==> src/rtl/execute_stage.sv <==
// Execute pipeline stage: ALU, branch/jump resolution, fixed-latency multiply
// with upstream stall, and the Execute/Memory pipeline register.
module execute_stage #(
    parameter int unsigned MUL_CYCLES = 3
) (
    input  logic        clk,
    input  logic        reset,
    input  logic        FlushE,
    input  logic        RegWriteE,
    input  logic        MemWriteE,
    input  logic        JumpE,
    input  logic [1:0]  BranchE,
    input  logic        ALUSrcE,
    input  logic        ResultSrcE,
    input  logic [2:0]  ALUControlE,
    input  logic [18:0] RD1E,
    input  logic [18:0] RD2E,
    input  logic [18:0] ImmExtE,
    input  logic [14:0] PCE,
    input  logic [4:0]  RDE,
    input  logic        Cant_ByteE,
    output logic        PCSrcE,
    output logic [14:0] PCTargetE,
    output logic        StallE,
    output logic        RegWriteM,
    output logic        MemWriteM,
    output logic        ResultSrcM,
    output logic        Cant_ByteM,
    output logic [18:0] ALUResultM,
    output logic [18:0] WriteDataM,
    output logic [4:0]  RDM
);

    typedef enum logic {IDLE, BUSY} state_t;

    // First BUSY cycle count; only meaningful when the multiply spans more than one cycle.
    localparam logic [2:0] CNT_INIT = (MUL_CYCLES > 1) ? 3'(MUL_CYCLES - 2) : 3'd0;

    state_t      state_q, state_d;
    logic [2:0]  cnt_q, cnt_d;
    logic [18:0] srcB;
    logic [4:0]  shamt;
    logic [18:0] aluResult;
    logic        isMul;
    logic        branchTaken;
    logic        loadM;

    always_comb begin
        srcB      = ALUSrcE ? ImmExtE : RD2E;
        shamt     = srcB[4:0];
        aluResult = '0;
        case (ALUControlE)
            3'b000:  aluResult = RD1E + srcB;
            3'b001:  aluResult = RD1E - srcB;
            3'b010:  aluResult = RD1E & srcB;
            3'b011:  aluResult = RD1E | srcB;
            3'b100:  aluResult = RD1E ^ srcB;
            3'b101:  aluResult = (shamt >= 5'd19) ? '0 : (RD1E << shamt);
            3'b110:  aluResult = (shamt >= 5'd19) ? '0 : (RD1E >> shamt);
            default: aluResult = RD1E * srcB;
        endcase
    end

    assign isMul = (ALUControlE == 3'b111);

    always_comb begin
        branchTaken = 1'b0;
        case (BranchE)
            2'b01:   branchTaken = (RD1E == RD2E);
            2'b10:   branchTaken = (RD1E != RD2E);
            2'b11:   branchTaken = ($signed(RD1E) < $signed(RD2E));
            default: branchTaken = 1'b0;
        endcase
    end

    assign PCSrcE    = ~FlushE & (JumpE | branchTaken);
    assign PCTargetE = PCE + ImmExtE[14:0];

    // Flush wins over the multiply sequencer; otherwise a mul holds M at bubble until its last cycle.
    always_comb begin
        state_d = state_q;
        cnt_d   = cnt_q;
        StallE  = 1'b0;
        loadM   = 1'b1;
        if (FlushE) begin
            state_d = IDLE;
            cnt_d   = '0;
            loadM   = 1'b0;
        end else begin
            case (state_q)
                IDLE: begin
                    if (isMul && (MUL_CYCLES > 1)) begin
                        StallE  = 1'b1;
                        loadM   = 1'b0;
                        state_d = BUSY;
                        cnt_d   = CNT_INIT;
                    end
                end
                BUSY: begin
                    if (cnt_q != 3'd0) begin
                        StallE = 1'b1;
                        loadM  = 1'b0;
                        cnt_d  = cnt_q - 3'd1;
                    end else begin
                        state_d = IDLE;
                    end
                end
                default: begin
                    state_d = IDLE;
                    cnt_d   = '0;
                end
            endcase
        end
    end

    always_ff @(posedge clk or posedge reset) begin
        if (reset) begin
            state_q <= IDLE;
            cnt_q   <= '0;
        end else begin
            state_q <= state_d;
            cnt_q   <= cnt_d;
        end
    end

    always_ff @(posedge clk or posedge reset) begin
        if (reset) begin
            RegWriteM  <= 1'b0;
            MemWriteM  <= 1'b0;
            ResultSrcM <= 1'b0;
            Cant_ByteM <= 1'b0;
            ALUResultM <= '0;
            WriteDataM <= '0;
            RDM        <= '0;
        end else if (loadM) begin
            RegWriteM  <= RegWriteE;
            MemWriteM  <= MemWriteE;
            ResultSrcM <= ResultSrcE;
            Cant_ByteM <= Cant_ByteE;
            ALUResultM <= aluResult;
            WriteDataM <= RD2E;
            RDM        <= RDE;
        end else begin
            RegWriteM  <= 1'b0;
            MemWriteM  <= 1'b0;
            ResultSrcM <= 1'b0;
            Cant_ByteM <= 1'b0;
            ALUResultM <= '0;
            WriteDataM <= '0;
            RDM        <= '0;
        end
    end

endmodule

==> config.mk <==
export PLATFORM = sky130hd
export DESIGN_NAME = execute_stage
export DESIGN_NICKNAME = d
export VERILOG_FILES = /design/src/rtl/execute_stage.sv
export SDC_FILE = /design/constraint.sdc
export NUM_CORES = 1
export LEC_CHECK = 0
export CORE_ASPECT_RATIO = 1.25
export CORE_UTILIZATION = 55
export CTS_CLUSTER_SIZE = 8
export DETAILED_ROUTE_END_ITERATION = 7
export DONT_BUFFER_PORTS = 1
export PLACE_DENSITY = 0.7
export SYNTH_ARGS = -nofsm -noshare
export SYNTH_HDL_FRONTEND = slang
export SYNTH_SLANG_ARGS = --single-unit
==> constraint.sdc <==
create_clock -name clk -period 5.61 [get_ports clk]
set_input_delay 1.122 -clock clk [delete_from_list [all_inputs] [get_ports clk]]
set_output_delay 1.122 -clock clk [all_outputs]
set_load 0.02 [all_outputs]
==> out/qor_table.md, run 1 <==
| Parameter | Reported |
| --- | --- |
| Number of H-tree levels | 2 |
| Total clock buffers created by CTS | 5 |
| Initial core utilization | 0.564 |
| Number of cells on the worst reg-to-reg path | 6 |
| Bufs on Longest Clock Path | 2 |
| Unrepaired setup endpoints after global routing | yes |
| Wire length per cell | 23.9 um |
| Share of final-layout standard cells stronger than drive strength 1 | 0.191 |
| Distinct cells, synth | 75 |
| Leading cell type in the layout, fill and taps excluded | sky130_fd_sc_hd__inv_1 |
| GRT Residual Overflow | 0 |
| Actual transition at the worst max-transition pin | 1100 ps |
| Flop and latch count out of synthesis | 51 |
| Placed Area | 14100 sq um |
| Worst-path maximum fanout | 22 |
| Max VDD drop | 1.29 mV |
| Design Area, Final | 14700 sq um |
| Critical Path Source Type | primary input |
| Number of buffer and inverter instances along the worst setup path | 7 |
| Global-route wire length before repair | 70900 um |
| Clock network latency to the later pin of the worst-skew pair | 310 ps |
| Area of the mapped netlist | 12600 sq um |
| Placed wire-length estimate | 36700 um |
| Dpl cells | 1951 |
| Main flop type after synthesis | sky130_fd_sc_hd__dfrtp_1 |
| Ys async rst share | 1.00 |
| GR Util All Layers | 0.413 |
| Part of the cycle the worst path needs | 1.08 |
| CP Class | primary input to flop |
| Total power density per cell area | 601 nW/um^2 |
| Setup slack of the worst register-to-register path | 3490 ps |
| Number of standard-cell rows in the floorplan | 61 |
| Average via count per standard cell | 6.21 |
| Slowest cell on the critical path | sky130_fd_sc_hd__fa_2 |
| Violations in the final reports | negative setup slack |
| Final Routed Wirelength | 47100 um |
| Family with the most delay on the worst path | adder cells |
| Setup-violating endpoint count in the final report | 9 |
| Number of port buffers | 0 |
| Number of antenna-violating nets in the routed design | 0 |
| Syn Nets | 1954 |
| Start point of the critical path | ALUSrcE |
| Slowest cell delay on critical path | 510 ps |
| I/O pins | 155 |
| Endpoint of the worst register-to-register path | ALUResultM[5] |
| Die span in x | 137 um |
| Area taken by flip-flops and latches | 1280 sq um |
| Clock input transition at the sequential cells of the worst setup and hold paths | 80 ps |
| Worst min-delay path class | flop to flop |
| Post-Syn Instances | 1581 |
| Leakage power | 7.20 nW |
| Iter 0 DRT Violations | 1195 |
| Total number of vias | 12200 |
| Pre-Repair DR Iteration Count | 6 |
| Worst-case clock skew | 10.5 ps |
| Multi-input gate area in the final layout | 10500 sq um |
| Critical path capture point | ALUResultM[17] |
| Crit. path cell count | 25 |
| Cell at the root of the clock tree | sky130_fd_sc_hd__clkbuf_16 |
| Cell types occupying the most area after synthesis | sky130_fd_sc_hd__fa_1 (20%), sky130_fd_sc_hd__ha_1 (16%), sky130_fd_sc_hd__dfrtp_1 (10%) |
| CTS tree | built |
| Proportion of netlist area held by the largest area contributor | 0.198 |
| Post-detailed-route DRC marker count | 0 |
| Number of standard cells in the layout, taps in and fillers out | 1972 |
| Endpoints failing hold | 0 |
| Core region area | 22400 sq um |
| Largest area contributor in the netlist | sky130_fd_sc_hd__fa_1 |
| Most used cells in the layout excluding fill and tap cells | sky130_fd_sc_hd__inv_1 (236), sky130_fd_sc_hd__nor2_1 (224), sky130_fd_sc_hd__buf_4 (158) |
| Die boundary height | 171 um |
| Final core utilization | 0.658 |
| Total count of max-transition violations in the final report | 0 |
| Total number of nets in the final design | 2060 |
| Antenna violations before repair | 0 |
| Total Power Consumption | 0.00885 W |
| TritonCTS sink count | 51 |
| Run status | complete, but fails checks |
| Relative slew slack | 0.269 |
| Final RePlAce weighted congestion | 1.05 |
| Achievable frequency | 0.165 GHz |
| CP required | 5760 ps |
| Setup WS post-layout | -450 ps |
| Number of enable-type register cells in the synthesized netlist | 0 |
| Reported max-cap violation count | 0 |
| Share of the yosys chip area belonging to registers | 0.101 |
| Cell seen most often among critical-path stages | sky130_fd_sc_hd__fa_1 |
| Critical path data arrival time | 6210 ps |
| Min Clock Period, post-route | 6060 ps |
| Largest net degree at the start of global routing | 52 |
| Count of filler cells inserted in the layout | 1974 |
| Layout overhead on the synthesized area | 16.7% |
| Vias in the first global route | 12500 |
| Warnings, synthesis | 0 |
| Syn avg cell area | 7.98 sq um |
| Critical R2R Launch | cnt_q[0] |
| Overall die area | 23500 sq um |
| Endpoint type of the worst setup path | flop |
## state kept, by name, indices dropped and copies added (netlist names)
register and count:
ResultSrcM 1, RegWriteM 1, ALUResultM 19, WriteDataM 19
MemWriteM 1, RDM 5, Cant_ByteM 1, state_q 1
cnt_q 3
## routing by layer
layer	GRT usage	up-vias	share of wire
met2	0.667	766	0.46
met4	0.289	0	0.078
li1	-	5363	-
met5	0	-	0
met1	0.488	5910	0.36
met3	0.0834	201	0.096
## cells by family (layout without fill, tap and decap cells)
logic type	count (synthesis)	in the layout	share of synthesized area
fa+ha+maj	282	282	0.354
flops	51	51	0.101
simple gates	487	487	0.164
buf+inv	334	441	0.105
mux	69	69	0.0703
other cells	0	1	0
xor+xnor	93	93	0.0652
compound gates	265	265	0.140
## synthesized netlist by cell type (17+ instances only)
library cell / count
sky130_fd_sc_hd__fa_1: 125
sky130_fd_sc_hd__nor2_1: 235
sky130_fd_sc_hd__clkbuf_1: 48
sky130_fd_sc_hd__nor3_1: 22
sky130_fd_sc_hd__o21ai_0: 67
sky130_fd_sc_hd__dfrtp_1: 51
sky130_fd_sc_hd__xor2_1: 17
sky130_fd_sc_hd__ha_1: 157
sky130_fd_sc_hd__mux2i_1: 49
sky130_fd_sc_hd__inv_1: 247
sky130_fd_sc_hd__a21oi_1: 71
sky130_fd_sc_hd__nand2_1: 148
sky130_fd_sc_hd__xnor2_1: 75
## worst min path at each step
stage	from	to	cells past startpoint
6_report	cnt_q[2]	cnt_q[2]	2
5_1_grt	cnt_q[2]	cnt_q[2]	2
4_1_cts	cnt_q[2]	cnt_q[2]	2
3_5_place_dp	cnt_q[2]	cnt_q[2]	2
3_3_place_gp	cnt_q[2]	cnt_q[2]	2
2_1_floorplan	cnt_q[2]	cnt_q[2]	2
## timing repair
| action | CTS | global route |
|---|---|---|
| pin swaps | 39 | 8 |
| hold buffers | 0 | 0 |
| resized for setup | 59 | 24 |
| gates cloned | 0 | 0 |
| endpoints found under the setup margin | 9 | 9 |
| setup buffers | 13 | 1 |
## worst reg2reg max path: cells and delay by family, from the launching register on
kind / cells / cell delay [ps]
buffers and inverters: 1 / 100
AND/OR/NAND/NOR: 2 / 650
flip-flops: 1 / 380
AO/OA/AOI/OAI: 2 / 700
adder cells (fa/ha/maj): 1 / 150
## where the power goes
group	total [W]	switching, W	internal [W]	leakage (nW)
clock	0.000332	0.000162	0.000171	0.0759
sequential	0.000490	0.0000796	0.000411	0.674
combinational	0.00802	0.00432	0.00371	6.45
## layout make-up
cell class,count,share of cell area
Antenna cell,1,0.000170
Clock buffer,5,0.00850
Clock inverter,3,0.00196
Inverter,262,0.0677
Multi-Input combinational cell,1196,0.716
Sequential cell,51,0.0867
Tap cell,283,0.0241
Timing Repair Buffer,171,0.0952
## through the flow
stage / worst slack (ps) / hold slack [ps] / TNS [ps]
4_1_cts: -408 / 552 / -2160
2_1_floorplan: -1260 / 493 / -8890
3_3_place_gp: -811 / 523 / -5800
3_5_place_dp: -914 / 532 / -6650
5_1_grt: -590 / 593 / -4290
6_report: -450 / 554 / -2740
Power figures use the tool's default switching activity.
==> run 2, diff against run 1 <==
==> constraint.sdc (replaced) <==
create_clock -name clk -period 5.61 [get_ports clk]
set_input_delay 0.8415 -clock clk [delete_from_list [all_inputs] [get_ports clk]]
set_output_delay 0.8415 -clock clk [all_outputs]
set_load 0.02 [all_outputs]
==> run 2 against run 1 <==
  * The run still ends with negative setup slack left
  * Core utilization shrank 0.13 points
  * Critical path depth shrank 2
  * Die area is the same
  * Critical path type unchanged
==> out/qor_table.md, run 2 (synthesis results as in run 1) <==
| Parameter | Reported |
| --- | --- |
| Run status | complete, but fails checks |
| Violations in the final reports | negative setup slack |
| Bufs on Longest Clock Path | 2 |
| Leading cell type in the layout, fill and taps excluded | sky130_fd_sc_hd__inv_1 |
| Largest net degree at the start of global routing | 52 |
| Setup WS post-layout | -196 ps |
| CP Class | primary input to flop |
| Placed wire-length estimate | 37700 um |
| TritonCTS sink count | 51 |
| Vias in the first global route | 12400 |
| Number of H-tree levels | 2 |
| Final RePlAce weighted congestion | 0.995 |
| Pre-Repair DR Iteration Count | 5 |
| Endpoint type of the worst setup path | flop |
| Actual transition at the worst max-transition pin | 884 ps |
| Overall die area | 23500 sq um |
| Total number of vias | 12100 |
| Number of port buffers | 0 |
| Leakage power | 7.20 nW |
| Endpoints failing hold | 0 |
| Achievable frequency | 0.172 GHz |
| Reported max-cap violation count | 0 |
| Sum of negative setup slack | -542 ps |
| GRT Residual Overflow | 0 |
| Dpl cells | 1947 |
| Worst-case clock skew | 2.48 ps |
| Initial core utilization | 0.564 |
| CTS Hold Bufs | 0 |
| Setup-violating endpoint count in the final report | 4 |
| Wire length per cell | 24.9 um |
| Total count of max-transition violations in the final report | 0 |
| Count of filler cells inserted in the layout | 1941 |
| Die boundary height | 171 um |
| Critical path data arrival time | 5960 ps |
| Die span in x | 137 um |
| Relative slew slack | 0.411 |
| Biggest regs | ALUResultM: 19 flops, WriteDataM: 19 flops, RDM: 5 flops |
| CTS tree | built |
| Number of antenna-violating nets in the routed design | 0 |
| Most used cells in the layout excluding fill and tap cells | sky130_fd_sc_hd__inv_1 (231), sky130_fd_sc_hd__nor2_1 (223), sky130_fd_sc_hd__buf_4 (158) |
| Clock network latency to the later pin of the worst-skew pair | 310 ps |
| Cell at the root of the clock tree | sky130_fd_sc_hd__clkbuf_16 |
| Average via count per standard cell | 6.15 |
| Number of standard cells in the layout, taps in and fillers out | 1974 |
| Total number of nets in the final design | 2063 |
| Part of the cycle the worst path needs | 1.03 |
| Worst min-delay path class | flop to flop |
| Final Routed Wirelength | 49200 um |
| Antenna violations before repair | 1 |
| Global-route wire length before repair | 72500 um |
| Critical Path Source Type | primary input |
| Number of standard-cell rows in the floorplan | 61 |
| Post-detailed-route DRC marker count | 0 |
| Max VDD drop | 1.39 mV |
| Worst-path maximum fanout | 22 |
| CP required | 5760 ps |
| GR Util All Layers | 0.428 |
| Min Clock Period, post-route | 5810 ps |
| Iter 0 DRT Violations | 1150 |
| Total power density per cell area | 595 nW/um^2 |
| Clock input transition at the sequential cells of the worst setup and hold paths | 80 ps |
| Core region area | 22400 sq um |
| Unrepaired setup endpoints after global routing | yes |
| Total clock buffers created by CTS | 5 |
| Layout overhead on the synthesized area | 16.4% |
| Number of diodes | 0 |
| Share of final-layout standard cells stronger than drive strength 1 | 0.194 |
| I/O pins | 155 |
==> run 2: critical path, stage by stage <==
cell and delay, ps:
sky130_fd_sc_hd__mux2i_4 220, sky130_fd_sc_hd__buf_12 160, sky130_fd_sc_hd__nor2_2 50, sky130_fd_sc_hd__fa_1 470
sky130_fd_sc_hd__fa_1 550, sky130_fd_sc_hd__inv_1 50, sky130_fd_sc_hd__fa_1 490, sky130_fd_sc_hd__inv_1 60
sky130_fd_sc_hd__fa_1 450, sky130_fd_sc_hd__fa_1 490, sky130_fd_sc_hd__inv_1 50, sky130_fd_sc_hd__fa_2 510
sky130_fd_sc_hd__inv_1 60, sky130_fd_sc_hd__ha_4 240, sky130_fd_sc_hd__nand2_2 90, sky130_fd_sc_hd__nor2_1 60
sky130_fd_sc_hd__a21oi_2 150, sky130_fd_sc_hd__o31ai_4 100, sky130_fd_sc_hd__buf_4 150, sky130_fd_sc_hd__o41ai_4 260
sky130_fd_sc_hd__buf_4 170, sky130_fd_sc_hd__xor2_1 180, sky130_fd_sc_hd__a221oi_2 90
==> run 2: what timing repair did <==
| action | 4_1_cts | 5_1_grt |
|---|---|---|
| buffers inserted | 13 | 7 |
| resized for setup | 39 | 48 |
| pin swaps | 40 | 36 |
| cloned | 0 | 0 |
| setup endpoints to repair | 6 | 8 |
==> run 2: power by group <==
part	switching, W	internal (W)	leakage [nW]
sequential	0.0000930	0.000410	0.674
clock	0.000174	0.000170	0.0719
combinational	0.00408	0.00381	6.45
total	0.00435	0.00439	7.20
==> run 2: layout make-up <==
type	instances	area (sq um)	share of cell area
clock buffers	5	125	0.00852
clock inverters	3	27.5	0.00187
inverters	262	995	0.0677
multi-input cells	1196	10500	0.713
flip-flops and latches	51	1280	0.0869
well taps	283	354	0.0241
repair buffers	174	1440	0.0977
==> run 2: final timing paths <==
kind / start / to / slack, ps / cells past startpoint
min in group asynchronous: reset / cnt_q[1] / 600 / 2
worst max register to register: cnt_q[0] / ALUResultM[5] / 3370 / 6
max in group asynchronous: reset / WriteDataM[14] / 4530 / 2
worst max-delay path: ALUSrcE / ALUResultM[16] / -200 / 23
worst min register to register: cnt_q[2] / cnt_q[2] / 540 / 2
worst min-delay path: cnt_q[2] / cnt_q[2] / 540 / 2
==> run 2: metrics by stage <==
step | util | hold WS (ps) | setup slack, ps | power (W) | area (sq um)
4_1_cts | 0.645 | 547 | -191 | 0.00809 | 14400
6_report | 0.657 | 541 | -196 | 0.00874 | 14700
2_1_floorplan | - | 493 | -977 | 0.00472 | 12900
5_1_grt | 0.657 | 595 | -380 | 0.00938 | 14700
3_5_place_dp | 0.628 | 528 | -675 | 0.00713 | 14000
3_3_place_gp | 0.628 | 515 | -597 | 0.00698 | 14000
==> run 2: per-layer routing <==
| layer | share of wire | global-route usage |
|---|---|---|
| met2 | 0.45 | 0.681 |
| met4 | 0.089 | 0.318 |
| met3 | 0.10 | 0.110 |
| met1 | 0.36 | 0.493 |
| met5 | 0.00020 | 0 |
==> run 3, diff against run 2 <==
--- a/config.mk
+++ b/config.mk
@@ -7,6 +7,7 @@
 export LEC_CHECK = 0
 export CORE_ASPECT_RATIO = 1.25
 export CORE_UTILIZATION = 55
+export CTS_CLUSTER_DIAMETER = 40
 export CTS_CLUSTER_SIZE = 8
 export DETAILED_ROUTE_END_ITERATION = 7
 export DONT_BUFFER_PORTS = 1
==> results of run 3 <==
No change in the layout: final DEF, timing and power equal those of run 2.
